`config.mk`:
```
export PLATFORM = sky130hd
export DESIGN_NAME = d_write_buffer_flat
export DESIGN_NICKNAME = d
export VERILOG_FILES = /design/src/rtl/d_write_buffer_if.sv /design/src/rtl/d_write_buffer.sv /design/src/flat_wrapper.sv
export SDC_FILE = /design/constraint.sdc
export NUM_CORES = 1
export LEC_CHECK = 0
export CORE_ASPECT_RATIO = 1.2
export CORE_MARGIN = 2
export CORE_UTILIZATION = 55
export CTS_CLUSTER_DIAMETER = 150
export DETAILED_ROUTE_END_ITERATION = 12
export DONT_BUFFER_PORTS = 1
export PLACE_DENSITY = 0.8
export SLEW_MARGIN = 20
export SYNTH_ARGS = -nofsm -noshare
export SYNTH_HDL_FRONTEND = slang
export SYNTH_SLANG_ARGS = --single-unit
export TNS_END_PERCENT = 50
```
`constraint.sdc`:
```
create_clock -name clk -period 7.35 [get_ports clk]
set_clock_uncertainty 0.05 [all_clocks]
set_input_delay 0.735 -clock clk [delete_from_list [all_inputs] [get_ports clk]]
set_output_delay 0.735 -clock clk [all_outputs]
set_load 0.02 [all_outputs]
```
`src/rtl/d_write_buffer_if.sv`:
```
// Bundle of the store-side, conflict-check and AXI write-channel signals of
// the data-cache write buffer; "master" is the buffer, "slave" its environment.
interface d_write_buffer_if;
  logic        push_req;
  logic [31:0] push_addr;
  logic [1:0]  push_size;
  logic [3:0]  push_strb;
  logic [31:0] push_data;
  logic        push_ready;
  logic [31:0] chk_addr;
  logic        chk_conflict;
  logic        wb_empty;
  logic [31:0] awaddr;
  logic [2:0]  awsize;
  logic [3:0]  awlen;
  logic        awvalid;
  logic        awready;
  logic [31:0] wdata;
  logic [3:0]  wstrb;
  logic        wlast;
  logic        wvalid;
  logic        wready;
  logic        bvalid;
  logic        bready;

  modport master (
    input  push_req, push_addr, push_size, push_strb, push_data, chk_addr,
           awready, wready, bvalid,
    output push_ready, chk_conflict, wb_empty, awaddr, awsize, awlen, awvalid,
           wdata, wstrb, wlast, wvalid, bready
  );

  modport slave (
    output push_req, push_addr, push_size, push_strb, push_data, chk_addr,
           awready, wready, bvalid,
    input  push_ready, chk_conflict, wb_empty, awaddr, awsize, awlen, awvalid,
           wdata, wstrb, wlast, wvalid, bready
  );
endinterface

```
`src/rtl/d_write_buffer.sv`:
```
// Posted-write FIFO: accepts single-beat stores in one cycle and drains them
// in order as single-beat AXI writes; the head entry stays queued until its B.
module d_write_buffer #(
  parameter int DEPTH = 8,
  parameter int PTR_W = 3
) (
  input logic              clk,
  input logic              rst,
  d_write_buffer_if.master bus
);

  typedef struct packed {
    logic [31:0] addr;
    logic [1:0]  size;
    logic [3:0]  strb;
    logic [31:0] data;
  } entry_t;

  typedef enum logic [1:0] {
    S_IDLE,
    S_SEND,
    S_RESP
  } state_e;

  localparam logic [PTR_W:0]   CNT_FULL = (PTR_W+1)'(DEPTH);
  localparam logic [PTR_W:0]   CNT_ONE  = (PTR_W+1)'(1);
  localparam logic [PTR_W-1:0] PTR_ONE  = PTR_W'(1);

  entry_t           mem_q [DEPTH];
  logic [PTR_W-1:0] wr_ptr_q, wr_ptr_d;
  logic [PTR_W-1:0] rd_ptr_q, rd_ptr_d;
  logic [PTR_W:0]   count_q, count_d;
  state_e           state_q, state_d;
  logic             aw_done_q, aw_done_d;
  logic             w_done_q, w_done_d;
  logic [31:0]      awaddr_q, awaddr_d;
  logic [2:0]       awsize_q, awsize_d;
  logic [31:0]      wdata_q, wdata_d;
  logic [3:0]       wstrb_q, wstrb_d;

  logic             push_ready;
  logic             push_fire;
  logic             pop_fire;
  logic             awvalid;
  logic             wvalid;
  logic             bready;
  logic             aw_hs;
  logic             w_hs;
  logic [DEPTH-1:0] hit;
  logic             chk_unused;

  // Full is judged on the registered count only, so a same-cycle pop never
  // frees a slot for a same-cycle push.
  assign push_ready = (count_q != CNT_FULL);
  assign push_fire  = bus.push_req & push_ready;
  assign awvalid    = (state_q == S_SEND) & ~aw_done_q;
  assign wvalid     = (state_q == S_SEND) & ~w_done_q;
  assign bready     = (state_q == S_RESP);
  assign aw_hs      = awvalid & bus.awready;
  assign w_hs       = wvalid & bus.wready;
  assign pop_fire   = bus.bvalid & bready;

  // NOTE: storage has no reset; validity comes solely from rd_ptr/count,
  // so stale contents after reset are never observed.
  always_ff @(posedge clk) begin
    if (push_fire) begin
      mem_q[wr_ptr_q] <= '{addr: bus.push_addr, size: bus.push_size,
                           strb: bus.push_strb, data: bus.push_data};
    end
  end

  // NOTE: every always_comb assigns defaults first so no path infers a latch.
  always_comb begin
    wr_ptr_d = push_fire ? wr_ptr_q + PTR_ONE : wr_ptr_q;
    rd_ptr_d = pop_fire  ? rd_ptr_q + PTR_ONE : rd_ptr_q;
    count_d  = count_q;
    case ({push_fire, pop_fire})
      2'b10:   count_d = count_q + CNT_ONE;
      2'b01:   count_d = count_q - CNT_ONE;
      default: count_d = count_q;
    endcase
  end

  always_comb begin
    state_d   = state_q;
    aw_done_d = aw_done_q;
    w_done_d  = w_done_q;
    awaddr_d  = awaddr_q;
    awsize_d  = awsize_q;
    wdata_d   = wdata_q;
    wstrb_d   = wstrb_q;
    unique case (state_q)
      S_IDLE: begin
        if (count_q != '0) begin
          state_d  = S_SEND;
          awaddr_d = mem_q[rd_ptr_q].addr;
          awsize_d = {1'b0, mem_q[rd_ptr_q].size};
          wdata_d  = mem_q[rd_ptr_q].data;
          wstrb_d  = mem_q[rd_ptr_q].strb;
        end
      end
      S_SEND: begin
        if (aw_hs) aw_done_d = 1'b1;
        if (w_hs)  w_done_d  = 1'b1;
        if ((aw_done_q | aw_hs) & (w_done_q | w_hs)) state_d = S_RESP;
      end
      S_RESP: begin
        if (bus.bvalid) begin
          state_d   = S_IDLE;
          aw_done_d = 1'b0;
          w_done_d  = 1'b0;
        end
      end
      default: state_d = S_IDLE;
    endcase
  end

  // NOTE: sequential state uses non-blocking assignments so every register
  // samples the pre-edge value of its peers.
  always_ff @(posedge clk or posedge rst) begin
    if (rst) begin
      wr_ptr_q  <= '0;
      rd_ptr_q  <= '0;
      count_q   <= '0;
      state_q   <= S_IDLE;
      aw_done_q <= 1'b0;
      w_done_q  <= 1'b0;
      awaddr_q  <= '0;
      awsize_q  <= '0;
      wdata_q   <= '0;
      wstrb_q   <= '0;
    end else begin
      wr_ptr_q  <= wr_ptr_d;
      rd_ptr_q  <= rd_ptr_d;
      count_q   <= count_d;
      state_q   <= state_d;
      aw_done_q <= aw_done_d;
      w_done_q  <= w_done_d;
      awaddr_q  <= awaddr_d;
      awsize_q  <= awsize_d;
      wdata_q   <= wdata_d;
      wstrb_q   <= wstrb_d;
    end
  end

  // An entry is live when its distance from rd_ptr is below count.
  always_comb begin
    hit = '0;
    for (int i = 0; i < DEPTH; i++) begin
      hit[i] = ({1'b0, PTR_W'(PTR_W'(i) - rd_ptr_q)} < count_q) &&
               (mem_q[i].addr[31:2] == bus.chk_addr[31:2]);
    end
  end

  assign chk_unused = &{1'b0, bus.chk_addr[1:0]};

  assign bus.push_ready   = push_ready;
  assign bus.chk_conflict = |hit;
  assign bus.wb_empty     = (count_q == '0) && (state_q == S_IDLE);
  assign bus.awaddr       = awaddr_q;
  assign bus.awsize       = awsize_q;
  assign bus.awlen        = 4'd0;
  assign bus.awvalid      = awvalid;
  assign bus.wdata        = wdata_q;
  assign bus.wstrb        = wstrb_q;
  assign bus.wlast        = 1'b1;
  assign bus.wvalid       = wvalid;
  assign bus.bready       = bready;

endmodule

```
`src/flat_wrapper.sv`:
```
// flat-port wrapper written by rule: the top's interface ports become plain ports
module d_write_buffer_flat 
#(
  parameter int DEPTH = 8,
  parameter int PTR_W = 3
)
  (clk, rst, bus_push_req, bus_push_addr, bus_push_size, bus_push_strb, bus_push_data, bus_chk_addr, bus_awready, bus_wready, bus_bvalid, bus_push_ready, bus_chk_conflict, bus_wb_empty, bus_awaddr, bus_awsize, bus_awlen, bus_awvalid, bus_wdata, bus_wstrb, bus_wlast, bus_wvalid, bus_bready);
  d_write_buffer_if bus_i ();
  input logic clk;
  input logic rst;
  input wire logic [$bits(bus_i.push_req)-1:0] bus_push_req;
  input wire logic [$bits(bus_i.push_addr)-1:0] bus_push_addr;
  input wire logic [$bits(bus_i.push_size)-1:0] bus_push_size;
  input wire logic [$bits(bus_i.push_strb)-1:0] bus_push_strb;
  input wire logic [$bits(bus_i.push_data)-1:0] bus_push_data;
  input wire logic [$bits(bus_i.chk_addr)-1:0] bus_chk_addr;
  input wire logic [$bits(bus_i.awready)-1:0] bus_awready;
  input wire logic [$bits(bus_i.wready)-1:0] bus_wready;
  input wire logic [$bits(bus_i.bvalid)-1:0] bus_bvalid;
  output wire logic [$bits(bus_i.push_ready)-1:0] bus_push_ready;
  output wire logic [$bits(bus_i.chk_conflict)-1:0] bus_chk_conflict;
  output wire logic [$bits(bus_i.wb_empty)-1:0] bus_wb_empty;
  output wire logic [$bits(bus_i.awaddr)-1:0] bus_awaddr;
  output wire logic [$bits(bus_i.awsize)-1:0] bus_awsize;
  output wire logic [$bits(bus_i.awlen)-1:0] bus_awlen;
  output wire logic [$bits(bus_i.awvalid)-1:0] bus_awvalid;
  output wire logic [$bits(bus_i.wdata)-1:0] bus_wdata;
  output wire logic [$bits(bus_i.wstrb)-1:0] bus_wstrb;
  output wire logic [$bits(bus_i.wlast)-1:0] bus_wlast;
  output wire logic [$bits(bus_i.wvalid)-1:0] bus_wvalid;
  output wire logic [$bits(bus_i.bready)-1:0] bus_bready;
  assign bus_i.push_req = bus_push_req;
  assign bus_i.push_addr = bus_push_addr;
  assign bus_i.push_size = bus_push_size;
  assign bus_i.push_strb = bus_push_strb;
  assign bus_i.push_data = bus_push_data;
  assign bus_i.chk_addr = bus_chk_addr;
  assign bus_i.awready = bus_awready;
  assign bus_i.wready = bus_wready;
  assign bus_i.bvalid = bus_bvalid;
  assign bus_push_ready = bus_i.push_ready;
  assign bus_chk_conflict = bus_i.chk_conflict;
  assign bus_wb_empty = bus_i.wb_empty;
  assign bus_awaddr = bus_i.awaddr;
  assign bus_awsize = bus_i.awsize;
  assign bus_awlen = bus_i.awlen;
  assign bus_awvalid = bus_i.awvalid;
  assign bus_wdata = bus_i.wdata;
  assign bus_wstrb = bus_i.wstrb;
  assign bus_wlast = bus_i.wlast;
  assign bus_wvalid = bus_i.wvalid;
  assign bus_bready = bus_i.bready;
  d_write_buffer #(.DEPTH(DEPTH), .PTR_W(PTR_W)) u_core (.clk(clk), .rst(rst), .bus(bus_i));
endmodule
```
Yosys cells after proc, flatten, opt, wreduce, memory -nomap -nowiden

Memory sizes are Yosys's and may differ from the RTL's. A register that Yosys moved wholly into a read port is not among the register bits.
Cells that the tools add are included.

Register bits after elaboration: 14
Latch bits: 0
Memory bits (writable): 560
Memory bits (read-only): 0
Bits of input ports: 108
Output and inout bits: 82
Word-level logic and storage cells: 87
Memories kept: 1

Add/subtract/negate cells: 12
Multipliers: 0
Div/mod/pow operators: 0
Magnitude comparators: 8
Eq/ne operators: 18
Shift-type cells: 0
Multiplexer cells: 12
Bitwise gates (word level): 11
Reductions and logical operators: 19

Memories:

| name         | depth | bits a word | rd ports | clocked after memory_dff | write ports | line                 | RTL |
|---|---|---|---|---|---|---|---|
| u_core.mem_q | 8     | 70          | 9        | 1                        | 1           | d_write_buffer.sv:29 | `entry_t mem_q [DEPTH];` |

Operators by type and width:

| kind                                                                     | number |
|---|---|
| 30-bit equality test                                                     | 8 |
| 3-bit by 4-bit < comparator with 1-bit output                            | 8 |
| 3-bit subtractor (first input constant)                                  | 4 |
| 1-bit logical AND                                                        | 9 |
| 3-bit AND reduction                                                      | 3 |
| 4-bit case mux with 2 select lines                                       | 1 |
| 8-bit OR reduction                                                       | 1 |
| 1-bit AND                                                                | 7 |
| 3-bit by 1-bit adder with 3-bit output (second input constant)           | 2 |
| 2-bit two-way mux                                                        | 3 |
| 2-bit by 1-bit inequality test with 1-bit output (second input constant) | 3 |
| 2-bit case mux with 3 select lines                                       | 1 |
| 1-bit by 3-bit subtractor with 3-bit output (first input constant)       | 2 |
| 2-bit by 3-bit subtractor with 3-bit output (first input constant)       | 2 |
| 1-bit two-way mux                                                        | 5 |
| 4-bit by 1-bit adder with 4-bit output (second input constant)           | 1 |
| 2-bit by 1-bit equality test with 1-bit output (second input constant)   | 2 |
| 2-bit equality test (second input constant)                              | 2 |
| 4-bit logical NOT                                                        | 1 |
| 2-bit inequality test (second input constant)                            | 2 |
| 4-bit inequality test (second input constant)                            | 1 |
| 1-bit case mux with 2 select lines                                       | 2 |
| 2-bit nonzero test                                                       | 2 |
| 4-bit nonzero test                                                       | 1 |
| 5 further kinds                                                          | 7 |

Logic depth before layout (Yosys ltp)

Depth after elaboration: 7
Depth in mapped cells: 12
Mapped depth without buffers: 10

Worst setup path after synthesis

Ideal clock, no wire load.

Path type: register to register
Start: register u_core.count_q[0]
End: memory u_core.mem_q[0][0] (netlist name), enable pin
Library setup time: 0.584 ns
Arrival time: 6.003 ns
Data required time: 6.716 ns
Slack: 0.713 ns
Cell stages (with the launch flop): 6
Path buffers: 0
Period minus slack after synthesis: 6.637 ns
Cells stage by stage: dfrtp_1 > nor3_1 > nand2_1 > nand2_1 > or2_2 > nor3_1

Word-level cells in the longest chain between the ends: 4

RTL lines:

| element                                 | line                  | RTL |
|---|---|---|
| start: declaration                      | d_write_buffer.sv:32  | `logic [PTR_W:0] count_q, count_d;` |
| start signal: assignment                | d_write_buffer.sv:135 | `count_q <= count_d;` |
| 4-bit inequality test                   | d_write_buffer.sv:54  | `assign push_ready = (count_q != CNT_FULL);` |
| named net bus_push_ready                | flat_wrapper.sv:20    | `output wire logic [$bits(bus_i.push_ready)-1:0] bus_push_ready;` |
| 1-bit AND                               | d_write_buffer.sv:55  | `assign push_fire = bus.push_req & push_ready;` |
| 1-bit two-way mux                       | d_write_buffer.sv:66  | `if (push_fire) begin` |
| 1-bit two-way mux (not written as such) | d_write_buffer.sv:67  | `mem_q[wr_ptr_q] <= '{addr: bus.push_addr, size: bus.push_size,` |
| end: declaration                        | d_write_buffer.sv:29  |  |

The timed path passes the listed nets, and every way through them passes these cells.

Worst setup path in the final report

Start: register u_core.rd_ptr_q[1]
End: output port bus_chk_conflict

Word-level cells in the longest chain between the ends: 4
Elaborated cells between the ends (all ways): 25
Classes of those cells: add/sub (8); order compare (8); reduce/logical (9)

RTL lines:

| element                                                                   | line                  | RTL |
|---|---|---|
| start: declaration                                                        | d_write_buffer.sv:31  | `logic [PTR_W-1:0] rd_ptr_q, rd_ptr_d;` |
| start signal: assignment                                                  | d_write_buffer.sv:134 | `rd_ptr_q <= rd_ptr_d;` |
| 1-bit by 3-bit subtractor with 3-bit output, or another cell as far along | d_write_buffer.sv:150 | `hit[i] = ({1'b0, PTR_W'(PTR_W'(i) - rd_ptr_q)} < count_q) &&` |
| 3-bit by 4-bit < comparator with 1-bit output                             | d_write_buffer.sv:150 |  |
| 1-bit logical AND                                                         | d_write_buffer.sv:150 |  |
| 8-bit OR reduction *                                                      | d_write_buffer.sv:158 | `assign bus.chk_conflict = \|hit;` |
| end: declaration                                                          | flat_wrapper.sv:21    | `output wire logic [$bits(bus_i.chk_conflict)-1:0] bus_chk_conflict;` |

Every way passes the cells marked *; elsewhere a longest branch is shown, timed or not.

==> results_dict.tcl <==
set metrics [dict create \
    cp_top_family "simple AND/OR/NAND/NOR gates" \
    synthCells 1583 \
    tightest_slew_ns 1.04 \
    p_seq_share_pct 46.3 \
    grt-ovfl-total 0 \
    p_comb_share_pct 27.0 \
    dr.first_iter.drc_count 1515 \
    cp.required_ns 6.57 \
    sw_frac_of_total_pct 33.1 \
    cts-root-buf "clkbuf_16" \
    synth_compound_area_share_pct 2.54 \
    cap_violations 0 \
    num_vias 14100 \
    cp.arrival_ns 3.68 \
    ys_types 37 \
    grt_max_degree 83 \
    hold_viol 6 \
    first_global_vias 14400 \
    synth_fa_ha_area_share_pct 0.820 \
    drc 0 \
    cp_cell_sequence "inv_4 -> nand2_1 -> and2_1 -> inv_1 -> ha_1 -> a21oi_1 -> o2111ai_1 -> nand2_1 -> nand4bb_1" \
    dp_hpwl_mm 43.4 \
    maxSlewViolCount 0 \
    fill_cells 3509 \
    antenna_found_initial 0 \
    hold_class "input port to async pin" \
    firstDrtPassIters 5 \
    setup_viol 0 \
    rsz0062_at_grt "false" \
    cts_resized 0 \
    ios 190 \
    cpMaxStageDelayCell "nand2_1" \
    rows 89 \
    fin_setup_tns_ns 0 \
    yosys.area_share.simple_pct 3.68 \
    dieWidth_um 208 \
    viasPerCell 6.23 \
    avgSynthCellArea_um2 17.3 \
    floorplan.initialDensity_pct 55.8 \
    synth-edff-count 560 \
    clockPowerShare_pct 26.6 \
    slew_headroom_pct 30.5 \
    synth_top_area_cell "edfxtp_1" \
    violations "negative hold slack" \
    synthArstFlopShare_pct 13.0 \
    path_common_cell "nand2_1" \
    cts_buffer_depth 3 \
    post_cts_buffers 0 \
    postRouteAntennaNets 0 \
    yosys.cell_count.top_type "edfxtp_1" \
    path_max_fanout 30 \
    p_switching_w 0.00385 \
    netlist_area_mm2 0.0275 \
    max_stage_delay_ns 0.67 \
    synth_mux_area_share_pct 13.4 \
    seq_area_frac_synth_pct 68.9 \
    p_leak_nw 10.0 \
    yosysTopAreaCellShare_pct 61.2 \
    path_clk_slew_ns 0.06 \
    gp_congestion 0.970 \
    gr-usage-all-layers_pct 26.2 \
    p_per_area_mw_per_mm2 390 \
    synth-main-ff-cell "edfxtp_1" \
    synth_commonest_cells "edfxtp_1 (560), xnor2_1 (193), mux4_2 (114)" \
    nNetsFinal 1697 \
    critPathLaunchType "register" \
    fin_crit_sh_pct 60.7 \
    crit_start "u_core.rd_ptr_q[1]$_DFFE_PP0P_" \
    status "finished with violations" \
    die-area_mm2 0.0517 \
    final_util_pct 60.6 \
    irDropWorstVdd_mv 0.310 \
    yosys_warnings 0 \
    critPathKind "register to output port" \
    htreeDepth 2 \
    io_buffers 0 \
    synth_seq_cells 644 \
    critPathBufInv 2 \
    numCtsBuffers 59 \
    die-height_um 249 \
    cts_tree "done" \
    synth_top_family_by_area "multiplexers" \
    p_int_w 0.00778 \
    area_growth_pct 8.58 \
    core_mm2 0.0492 \
    maxClockFrequency_mhz 224 \
    grt_pass1_wl_mm 98.5 \
    placed_cells 2146 \
    finalCriticalPeriod_ns 4.46 \
    cts.sinks 644 \
    whs_ns -0.00904 \
    drive_gt1_share_pct 15.2 \
    ys_top_cells_by_area "edfxtp_1 (61%), mux4_2 (9.3%), dfrtp_1 (7.7%)" \
    synth-xor-area-share_pct 7.97 \
    n_antenna_cell 0 \
    drt-total-wl_mm 67.6 \
    instances_no_fill 2259 \
    avgRoutedWirePerCell_um 29.9 \
    hold_buffers 0 \
    reg2reg_from "u_core.rd_ptr_q[0]$_DFFE_PP0P_" \
    worstSetupEndpointType "output port" \
    clock_latency_ns 0.62 \
]
placed cells by master (no fill, tap or decap), drive strengths merged, types with 2 or more instances in the layout:
master / synthesis / final
a21o: 3 / 3
a21oi: 11 / 11
a22o: 2 / 2
buf: 85 / 18
bufinv: 0 / 3
clkbuf: 10 / 84
clkinv: 0 / 18
clkinvlp: 0 / 5
conb: 2 / 6
dfrtp: 84 / 84
edfxtp: 560 / 560
ha: 18 / 18
inv: 13 / 15
mux2: 2 / 2
mux2i: 110 / 110
mux4: 114 / 114
nand2: 86 / 86
nand2b: 5 / 5
nand3: 6 / 6
nand4: 49 / 49
nor2: 30 / 30
nor3: 10 / 10
nor4: 18 / 18
o2111ai: 6 / 6
o21ai: 75 / 75
o22ai: 28 / 28
or2: 2 / 2
xnor2: 193 / 193
xor2: 57 / 57
layer usage:
layer	wire length [um]	vias to the layer above	share of wire (%)	track usage [%]
li1	-	6067	-	-
met1	24900	7302	37	32.6
met2	33600	579	50	43.2
met3	5970	127	8.8	7.43
met4	3120	0	4.6	11.3
met5	0	-	0	0
power groups by stage:
| stage | registers [W] | logic [W] | clock network, W |
|---|---|---|---|
| finish | 0.00539 | 0.00314 | 0.00310 |
| global placement | 0.00543 | 0.00309 | 0 |
| detailed placement | 0.00547 | 0.00316 | 0 |
| floorplan | 0.00528 | 0.00252 | 0 |
| CTS | 0.00540 | 0.00318 | 0.00313 |
| global route | 0.00546 | 0.00340 | 0.00327 |
registers in the layout, indices dropped and copies added (netlist names):
signal / count
u_core.aw_done_q: 1
u_core.bus.awaddr: 32
u_core.bus.awsize: 2
u_core.bus.wdata: 32
u_core.bus.wstrb: 4
u_core.count_q: 4
u_core.mem_q: 560
u_core.rd_ptr_q: 3
u_core.state_q: 2
u_core.w_done_q: 1
u_core.wr_ptr_q: 3
final cells by class:
cell class	instances	area, um^2	area share (%)
flip-flops and latches	644	18900	63.5
multi-input cells	835	7900	26.5
clock buffers	84	1740	5.84
well taps	637	797	2.67
clock inverters	28	246	0.827
repair buffers	18	155	0.520
inverters	13	53.8	0.180
final timing paths:
kind,endpoint,slack [ns],cells past startpoint
worst min-delay path,u_core.bus.wdata[1]$_DFFE_PP0P_,-0.009,1
worst min register to register,u_core.state_q[0]$_DFFE_PP0P_,0.44,1
max in group asynchronous,u_core.rd_ptr_q[2]$_DFFE_PP0P_,6.01,2
worst max register to register,u_core.bus.awaddr[22]$_DFFE_PP0P_,3.48,5
worst max-delay path,bus_chk_conflict,2.89,9
min in group clk,u_core.mem_q[4][6]$_DFFE_PP_,0.15,0
logic make-up (layout without fill, tap and decap cells):
kind of cell	after synthesis	in the layout
other	2	6
DFF	644	644
buffers and inverters	108	143
xor gates and xnor gates	250	250
adders and majority gates	18	18
AOI/OAI and AO/OA	125	125
and+or+nand+nor	210	210
muxes	226	226
stage by stage:
| stage | setup slack (ns) | total power, W | area [um^2] |
|---|---|---|---|
| after floorplan | 0.713 | 0.00779 | 27500 |
| after global placement | 3.22 | 0.00852 | 27800 |
| after detailed placement | 3.23 | 0.00863 | 27800 |
| after CTS | 2.56 | 0.0117 | 29800 |
| after global routing | 2.66 | 0.0121 | 29800 |
| final | 2.89 | 0.0116 | 29800 |
Note: power is estimated with default switching activity, not from simulation.
